## src/rtl/gray_counter.sv

```systemverilog
// N-bit up/down counter presenting its registered count in binary and Gray form.
// Supports binary or Gray synchronous load, wrap/saturate limits and a terminal-count flag.
module gray_counter #(
    parameter int unsigned N           = 8,
    parameter int unsigned SATURATE    = 0,
    parameter int unsigned RESET_VALUE = 0
) (
    input  logic         clk_i,
    input  logic         rst_i,
    input  logic         en_i,
    input  logic         up_i,
    input  logic         load_i,
    input  logic         load_gray_i,
    input  logic [N-1:0] load_value_i,
    output logic [N-1:0] gray_o,
    output logic [N-1:0] bin_o,
    output logic         tc_o
);

    localparam logic [N-1:0] RST_BIN  = RESET_VALUE[N-1:0];
    localparam logic [N-1:0] RST_GRAY = RST_BIN ^ (RST_BIN >> 1);
    localparam logic [N-1:0] ONE      = N'(1);
    localparam logic [N-1:0] MAX      = '1;
    localparam logic [N-1:0] MIN      = '0;
    localparam bit           SAT      = (SATURATE != 0);

    logic [N-1:0] bin_q, bin_d;
    logic [N-1:0] gray_q, gray_d;
    logic         tc_q, tc_d;

    logic [N-1:0] load_bin;
    logic [N-1:0] step_val;
    logic         at_limit;

    // Gray-to-binary: bit i is the XOR of all Gray bits at or above i.
    always_comb begin
        load_bin = '0;
        for (int k = 0; k < N; k++) begin
            load_bin = load_bin ^ (load_value_i >> k);
        end
    end

    always_comb begin
        at_limit = up_i ? (bin_q == MAX) : (bin_q == MIN);
        step_val = up_i ? (bin_q + ONE) : (bin_q - ONE);
    end

    always_comb begin
        bin_d = bin_q;
        tc_d  = 1'b0;
        if (load_i) begin
            bin_d = load_gray_i ? load_bin : load_value_i;
        end else if (en_i) begin
            if (at_limit) begin
                tc_d  = 1'b1;
                bin_d = SAT ? bin_q : step_val;
            end else begin
                bin_d = step_val;
            end
        end
        gray_d = bin_d ^ (bin_d >> 1);
    end

    always_ff @(posedge clk_i) begin
        if (rst_i) begin
            bin_q  <= RST_BIN;
            gray_q <= RST_GRAY;
            tc_q   <= 1'b0;
        end else begin
            bin_q  <= bin_d;
            gray_q <= gray_d;
            tc_q   <= tc_d;
        end
    end

    assign bin_o  = bin_q;
    assign gray_o = gray_q;
    assign tc_o   = tc_q;

endmodule

```

## config.mk

```make
export PLATFORM = sky130hd
export DESIGN_NAME = gray_counter
export DESIGN_NICKNAME = d
export VERILOG_FILES = /design/src/rtl/gray_counter.sv
export SDC_FILE = /design/constraint.sdc
export NUM_CORES = 1
export LEC_CHECK = 0
export CORE_UTILIZATION = 40
export CTS_BUF_LIST = sky130_fd_sc_hd__clkbuf_4
export CTS_CLUSTER_DIAMETER = 120
export DETAILED_ROUTE_END_ITERATION = 8
export PLACE_DENSITY = 0.68
export RECOVER_POWER = 25
export SYNTH_ARGS = -nofsm -noshare
export SYNTH_HDL_FRONTEND = slang
export SYNTH_SLANG_ARGS = --single-unit
```

## constraint.sdc

```tcl
create_clock -name clk_i -period 3.2 [get_ports clk_i]
set_input_delay 0.32 -clock clk_i [delete_from_list [all_inputs] [get_ports clk_i]]
set_output_delay 0.32 -clock clk_i [all_outputs]
set_load 0.01 [all_outputs]
```

## Yosys cells after proc, flatten, opt, wreduce, memory -nomap -nowiden

Index checks and enable logic that the tools add are counted.

| operators by class | value |
|---|---|
| add/subtract/negate cells | 2 |
| equal/unequal tests | 1 |
| multiplexer cells | 6 |
| bitwise operators | 9 |
| reduce and logical (&&, ||, !) cells | 2 |

Operators with widths:

| operator | number |
|---|---|
| 2-to-1 mux 8 bit | 4 |
| XOR 8 x 7 -> 8 bit | 2 |
| adder 8 x 1 -> 8 bit, second input constant | 1 |
| equality test 8 bit, second input constant | 1 |
| zero test 8 bit | 1 |
| subtractor 8 x 1 -> 8 bit, second input constant | 1 |
| XOR 8 x 1 -> 8 bit | 1 |
| XOR 8 x 2 -> 8 bit | 1 |
| XOR 8 x 3 -> 8 bit | 1 |
| XOR 8 x 4 -> 8 bit | 1 |
| XOR 8 x 5 -> 8 bit | 1 |
| XOR 8 x 6 -> 8 bit | 1 |
| OR reduction 3 bit | 1 |
| 2-to-1 mux 1 bit | 2 |
| inverter 1 bit | 1 |

| word-level totals | value |
|---|---|
| flip-flop bits (word level) | 17 |
| input bits | 14 |
| output and inout port bits | 17 |
| word-level logic and storage cells | 23 |

## Depth between registers and ports, before layout

Gate-level depths: netlist (run 1).

| logic depth | value |
|---|---|
| depth after elaboration | 10 |
| depth in mapped cells | 9 |

## Worst setup path after synthesis (run 1)

No wires, ideal clock.

| timing | value |
|---|---|
| kind | input-to-reg |
| start point | input up_i |
| end point | register gray_q[6] (netlist: gray_o[6]) |
| arrival | 2.235 ns |
| slack | 0.844 ns |
| stages on the path | 9 |
| buffers on the path | 0 |
| cells stage by stage | inv_1 -> ha_1 -> nor2b_1 -> o21a_1 -> o211a_1 -> or3_1 -> a41oi_1 -> nor2_1 -> mux2_2 |

| on the way | value |
|---|---|
| cells in the longest elaborated chain, start to end | 4 |

RTL lines:

| what | RTL line | text |
|---|---|---|
| start: declaration | 11 | `input logic up_i,` |
| 2-to-1 mux 8 bit | 45 | `step_val = up_i ? (bin_q + ONE) : (bin_q - ONE);` |
| 2-to-1 mux 8 bit | 53 | `end else if (en_i) begin` |
| 2-to-1 mux 8 bit | 51 | `if (load_i) begin` |
| XOR 8 x 7 -> 8 bit | 61 | `gray_d = bin_d ^ (bin_d >> 1);` |
| end signal: assignment | 71 | `gray_q <= gray_d;` |
| end: declaration | 28 | `logic [N-1:0] gray_q, gray_d;` |

No other way between the ends.
A chain may end at the register's enable or synchronous reset.

## Worst setup path in the final report (run 1)

Ends and elaborated chain as after synthesis.

==> flow_summary.ini, run 1 <==
[drt]
ant_nets = 0
routed_wl_um = 2614
wire_per_inst_um = 13.41
drt_iter0_drc = 17
vias_per_cell = 5.379
first_pass_iters = 4
drc = 0
vias = 1049

[final_layout]
drive_gt1_share_pct = 6.707
antenna_cells = 0
mostFrequentLayoutCell = clkdlybuf4s50_1
layout.nets = 187
final_cell_mix = 22 x clkdlybuf4s50_1, 16 x dfxtp_1, 12 x nor2_1
syn2layout_area_growth_pct = 26.94

[clock_network]
clkTransAtPathRegs_ns = 0.08
cts_setup_buffers = 0
cts_resized = 0
numCtsBuffers = 3
cts.sinks = 16
cts_hold_buf = 0
root_buffer = clkbuf_4
clk-insertion-delay-late_ns = 0.28
htree_levels = 1
cts_tree = done
clk_path_buf_depth = 2

[power_and_ir_drop]
pwr-share-seq_pct = 39.0
p_leak_nw = 0.6468
combinationalPowerShare_pct = 45.5
p_int_w = 0.0004251
ir_worst_vdd_mv = 0.4394
totalPowerFinal_w = 0.0006398
p_switching_w = 0.0002148
p_clk_share_pct = 15.5
netSwitchingFraction_pct = 33.57
powerDensity_mw_per_mm2 = 429.0

[logic_synthesis]
ys_seq_area_share_pct = 27.26
synth-seq-cells = 16
synth_cells = 135
yosysWarnings = 0
syn_nets = 156
syn-cell-area_mm2 = 0.001175
yosysUniqueCellTypes = 43
postSynthAreaPerCell_um2 = 8.703

[timing]
slew_violations = 0
worstMarginPinSlew_ns = 0.5472
max_freq_mhz = 361.6
fin_skew_ns = 0.005621
fin_crit_ns = 2.765
maxSlewHeadroom_pct = 63.40
hold_viol_final = 0
setup_tns_ns = 0
setup_violations = 0
rsz0062_at_grt = false
period_share_pct = 86.42

[global_routing]
grt_first_pass_wirelength_um = 4367
track_usage_pct = 17.65
grt_remaining_overflow = 0
grt_antenna_before_repair = 0
grt_start_max_net_pins = 16
grt_pass1_vias = 973

[outcome]
outcome = finished clean

[critical_path]
crit_fanout = 4
r2r-start = bin_o[2]$_SDFF_PP0_
critPathArrivalTime_ns = 2.94
setup.worst_path.end_class = flip-flop
crit_start = up_i
cp.required_ns = 3.37
path_class = primary input to flip-flop
worstSetupStartpointType = primary input

[floorplanning]
die_w_um = 56.20
num_io_pins = 31
die_h_um = 56.20
design.core.area_mm2 = 0.002758
std_cell_rows = 19
dieArea_mm2 = 0.003158
start_util_pct = 42.60

[run]
cap_violations = 0

[place]
io_buffers = 30
dp_hpwl_um = 2132
routabilityCongestion = 0.8831

[worst_hold_path]
hold_path.class = flip-flop to flip-flop
min-delay-start = bin_o[3]$_SDFF_PP0_
## path summary, 6_finish.rpt
kind                            slack (ns)                    to  cells past startpoint
worst max register to register        0.76  gray_o[6]$_SDFF_PP0_                      8
worst max-delay path                  0.43  gray_o[6]$_SDFF_PP0_                     10
worst min register to register        0.70       tc_o$_SDFF_PP0_                      3
worst min-delay path                  0.70       tc_o$_SDFF_PP0_                      3
## synth_stat cells, drive strengths merged
| master | count | area share [%] |
|---|---|---|
| and3b | 1 | 0.75 |
| xor3 | 1 | 2.1 |
| clkbuf | 2 | 0.64 |
| xnor3 | 1 | 1.9 |
| inv | 10 | 3.2 |
| o21ai | 5 | 2.4 |
| and2 | 5 | 2.8 |
| xnor2 | 10 | 7.5 |
| fa | 1 | 1.7 |
| nand3 | 1 | 0.43 |
| o311a | 1 | 0.85 |
| dfxtp | 16 | 27 |
| o21a | 1 | 0.64 |
| buf | 2 | 1.1 |
| a21oi | 7 | 3.3 |
| xor2 | 9 | 6.7 |
| mux2 | 2 | 2.2 |
| nand4 | 4 | 2.1 |
| nor4 | 3 | 1.6 |
| bufbuf | 1 | 2.8 |
| a31oi | 1 | 0.53 |
| nor2b | 3 | 1.6 |
| a211o | 1 | 0.75 |
| a21o | 3 | 1.9 |
| a311oi | 1 | 0.75 |
| nor3 | 2 | 0.85 |
| o211ai | 1 | 0.64 |
| a32oi | 1 | 0.75 |
| ha | 6 | 6.4 |
| a22o | 1 | 0.75 |
| or3 | 2 | 1.1 |
| o211a | 1 | 0.85 |
| nand2 | 11 | 3.5 |
| a41oi | 1 | 0.75 |
| nand3b | 1 | 0.64 |
| a211oi | 3 | 1.9 |
| nor2 | 13 | 4.4 |
## critical path: stages
cell and delay (ns):
clkdlybuf4s50_1 0.56, inv_1 0.11, ha_1 0.34, nor2b_1 0.16, o21a_1 0.19, o211a_1 0.21
or3_1 0.34, a41oi_1 0.34, nor2_1 0.09, mux2_2 0.27
## flip-flops by register name, indices dropped and copies added (netlist names)
register	flops
gray_o	8
bin_o	7
tc_o	1
## final cells by class
type                    count  area [um^2]
flip-flops and latches     16        320.3
multi-input cells         104        764.5
fillers                   263         1266
inverters                  10        37.54
clock buffers               3        22.52
well taps                  31        38.79
repair buffers             31        307.8
## power groups by stage
| stage | clock network, W | registers [W] | logic [W] |
|---|---|---|---|
| floorplan | 0 | 0.000264 | 0.000180 |
| global placement | 0 | 0.000254 | 0.000293 |
| detailed placement | 0 | 0.000255 | 0.000298 |
| CTS | 0.000103 | 0.000251 | 0.000300 |
| global route | 0.000115 | 0.000253 | 0.000322 |
| finish | 0.0000994 | 0.000249 | 0.000291 |
## logic make-up after synthesis
group,after synthesis,synth area share [%]
and+or+nand+nor,46,19.70
xor gates and xnor gates,21,18.21
buffers and inverters,15,7.668
DFF,16,27.26
adders and majority gates,7,8.094
AOI/OAI and AO/OA,28,16.83
muxes,2,2.236
## per-layer routing
layer  routed length (um)  global-route usage, %  vias up
met3                  111                  3.721        0
met4                    0                  4.181        0
met1                 1193                  22.27      491
met5                    0                      0        -
met2                 1309                  30.61       31
li1                     -                      -      527
## stage by stage
step | instance area [um^2] | setup WS, ns | util [%] | hold WS (ns) | std cells
4_1_cts | 1491 | 0.4487 | 54.08 | 0.6971 | 195
6_report | 1491 | 0.4346 | 54.08 | 0.6975 | 195
2_1_floorplan | 1175 | 0.8442 | - | 0.4009 | 135
3_3_place_gp | 1469 | 0.2094 | 53.27 | 0.6991 | 192
5_1_grt | 1491 | 0.3448 | 54.08 | 0.7423 | 195
3_5_place_dp | 1469 | 0.1593 | 53.27 | 0.6772 | 192
No activity file was read; power rests on OpenSTA's default activity.
==> run 2, diff against run 1 <==
--- a/config.mk
+++ b/config.mk
@@ -5,12 +5,13 @@
 export SDC_FILE = /design/constraint.sdc
 export NUM_CORES = 1
 export LEC_CHECK = 0
-export CORE_UTILIZATION = 40
+export CORE_UTILIZATION = 30
 export CTS_BUF_LIST = sky130_fd_sc_hd__clkbuf_4
 export CTS_CLUSTER_DIAMETER = 120
 export DETAILED_ROUTE_END_ITERATION = 8
-export PLACE_DENSITY = 0.68
+export PLACE_DENSITY = 0.54
 export RECOVER_POWER = 25
+export SLEW_MARGIN = 20
 export SYNTH_ARGS = -nofsm -noshare
 export SYNTH_HDL_FRONTEND = slang
 export SYNTH_SLANG_ARGS = --single-unit
==> run 2 against run 1 <==
  * Maximum frequency down 0.73%
  * Routed wire length increased by 0.88%
  * Global-route usage is 3.3 points lower
  * Register-to-register slack gained 0.02 ns
  * Largest cell class unchanged
  * Via count down 1.7%
  * Critical endpoint unchanged
  * Setup slack lost 0.020 ns
  * Core utilization fell by 13 points
  * Worst hold slack improved by 0.035 ns
==> flow_summary.ini, run 2 (synthesis results as in run 1) <==
[critical_path]
crit_slowest_cell = clkdlybuf4s50_1
path_class = primary input to flip-flop
critPathArrivalTime_ns = 2.96
path_cells = clkdlybuf4s50_1, inv_1, ha_1, nor2b_1, o21a_1, o211a_1, or3_1, a41oi_1, nor2_1, mux2_2
cp.required_ns = 3.37
crit_fanout = 4
worstSetupStartpointType = primary input
r2r-start = bin_o[2]$_SDFF_PP0_
setup.worst_path.end_class = flip-flop
crit_start = up_i
r2r_slack_ns = 0.78
cpPeakStageDelay_ns = 0.56
reg2reg_depth = 8
reg2reg_to = gray_o[6]$_SDFF_PP0_
crit_end = gray_o[6]$_SDFF_PP0_

[drt]
first_pass_iters = 4
vias = 1031
wire_per_inst_um = 12.44
drt_iter0_drc = 52
vias_per_cell = 4.863
ant_nets = 0
routed_wl_um = 2637
drc = 0

[power_and_ir_drop]
p_clk_share_pct = 15.4
p_leak_nw = 0.6486
pwr-share-seq_pct = 39.1
netSwitchingFraction_pct = 33.36
powerDensity_mw_per_mm2 = 421.0
p_switching_w = 0.0002125
combinationalPowerShare_pct = 45.4
ir_worst_vdd_mv = 0.1210
p_int_w = 0.0004244

[floorplanning]
num_io_pins = 31
design.core.area_mm2 = 0.003716
std_cell_rows = 22
die_h_um = 64.58
dieArea_mm2 = 0.004171
die_w_um = 64.58
start_util_pct = 31.62

[final_layout]
final.fill_count = 397
syn2layout_area_growth_pct = 28.75
antenna_cells = 0
drive_gt1_share_pct = 6.707
final_cell_mix = 22 x clkdlybuf4s50_1, 16 x dfxtp_1, 12 x nor2_1
layout.nets = 187
utilization_pct = 40.71
mostFrequentLayoutCell = clkdlybuf4s50_1
largest_register_ffs = 8
stdcell_area_mm2 = 0.001513
fin_cells = 212

[place]
io_buffers = 30
dp_hpwl_um = 2158
dp_slack_ns = 0.1379
place_inst = 209
routabilityCongestion = 0.8967
place_area_mm2 = 0.001490

[clock_network]
cts_resized = 0
htree_levels = 1
cts_setup_buffers = 0
clkTransAtPathRegs_ns = 0.08
cts_hold_buf = 0
numCtsBuffers = 3
clk-insertion-delay-late_ns = 0.27
root_buffer = clkbuf_4
cts_tree = done
cts.sinks = 16
clk_path_buf_depth = 2

[timing]
worstMarginPinSlew_ns = 0.5439
period_share_pct = 87.05
hold_viol_final = 0
fin_skew_ns = 0.002459
setup_violations = 0
rsz0062_at_grt = false
setup_slack_ns = 0.4143
max_freq_mhz = 359.0
maxSlewHeadroom_pct = 63.62
setup_tns_ns = 0
fin_crit_ns = 2.786
slew_violations = 0

[global_routing]
grt_pass1_vias = 1000
grt_remaining_overflow = 0
grt_antenna_before_repair = 0
grt_first_pass_wirelength_um = 4616
grt_start_max_net_pins = 16
track_usage_pct = 14.31

[outcome]
outcome = finished clean

[run]
cap_violations = 0

[worst_hold_path]
hold_path.class = flip-flop to flip-flop
[run 2: worst min-delay path by stage]
stage | start | end | slack (ns) | depth (start not counted)
final | bin_o[3]$_SDFF_PP0_ | tc_o$_SDFF_PP0_ | 0.73 | 3
after global routing | bin_o[3]$_SDFF_PP0_ | tc_o$_SDFF_PP0_ | 0.77 | 3
after CTS | bin_o[3]$_SDFF_PP0_ | tc_o$_SDFF_PP0_ | 0.74 | 3
after detailed placement | bin_o[3]$_SDFF_PP0_ | tc_o$_SDFF_PP0_ | 0.73 | 3
after global placement | bin_o[3]$_SDFF_PP0_ | tc_o$_SDFF_PP0_ | 0.71 | 3
after floorplan | rst_i | bin_o[6]$_SDFF_PP0_ | 0.40 | 1
[run 2: layout make-up]
| cell class | count | area, um^2 | area share (%) |
|---|---|---|---|
| multi-input combinational | 104 | 764.5 | 50.54 |
| tap | 48 | 60.06 | 3.970 |
| sequential | 16 | 320.3 | 21.17 |
| inverter | 10 | 37.54 | 2.481 |
| clock buffer | 3 | 22.52 | 1.489 |
| timing repair buffer | 31 | 307.8 | 20.35 |
[run 2: per-layer routing]
metal | wire length [um] | track usage [%] | up-vias
li1 | - | - | 529
met2 | 1276 | 24.21 | 35
met1 | 1182 | 18.89 | 465
met3 | 160 | 2.817 | 2
met5 | 0 | 0 | -
met4 | 19 | 2.500 | 0
[run 2: power by group through the flow]
stage / Combinational, W / Clock (W) / Sequential (W)
global placement: 0.000296 / 0 / 0.000255
global route: 0.000323 / 0.000117 / 0.000254
detailed placement: 0.000297 / 0 / 0.000255
finish: 0.000289 / 0.0000981 / 0.000249
floorplan: 0.000180 / 0 / 0.000264
CTS: 0.000299 / 0.000104 / 0.000251
[run 2: critical path, delay by kind of cell]
family	cells	cell delay (ns)
AO/OA/AOI/OAI	3	0.74
buffers and inverters	2	0.69
AND/OR/NAND/NOR	3	0.59
adder cells (fa/ha/maj)	1	0.35
multiplexers	1	0.27
[run 2: stage by stage]
stage               hold slack, ns  power (W)
global placement            0.7092  0.0005510
detailed placement          0.7260  0.0005519
global route                0.7727  0.0006933
finish                      0.7328  0.0006369
CTS                         0.7381  0.0006543
floorplan                   0.4009  0.0004439
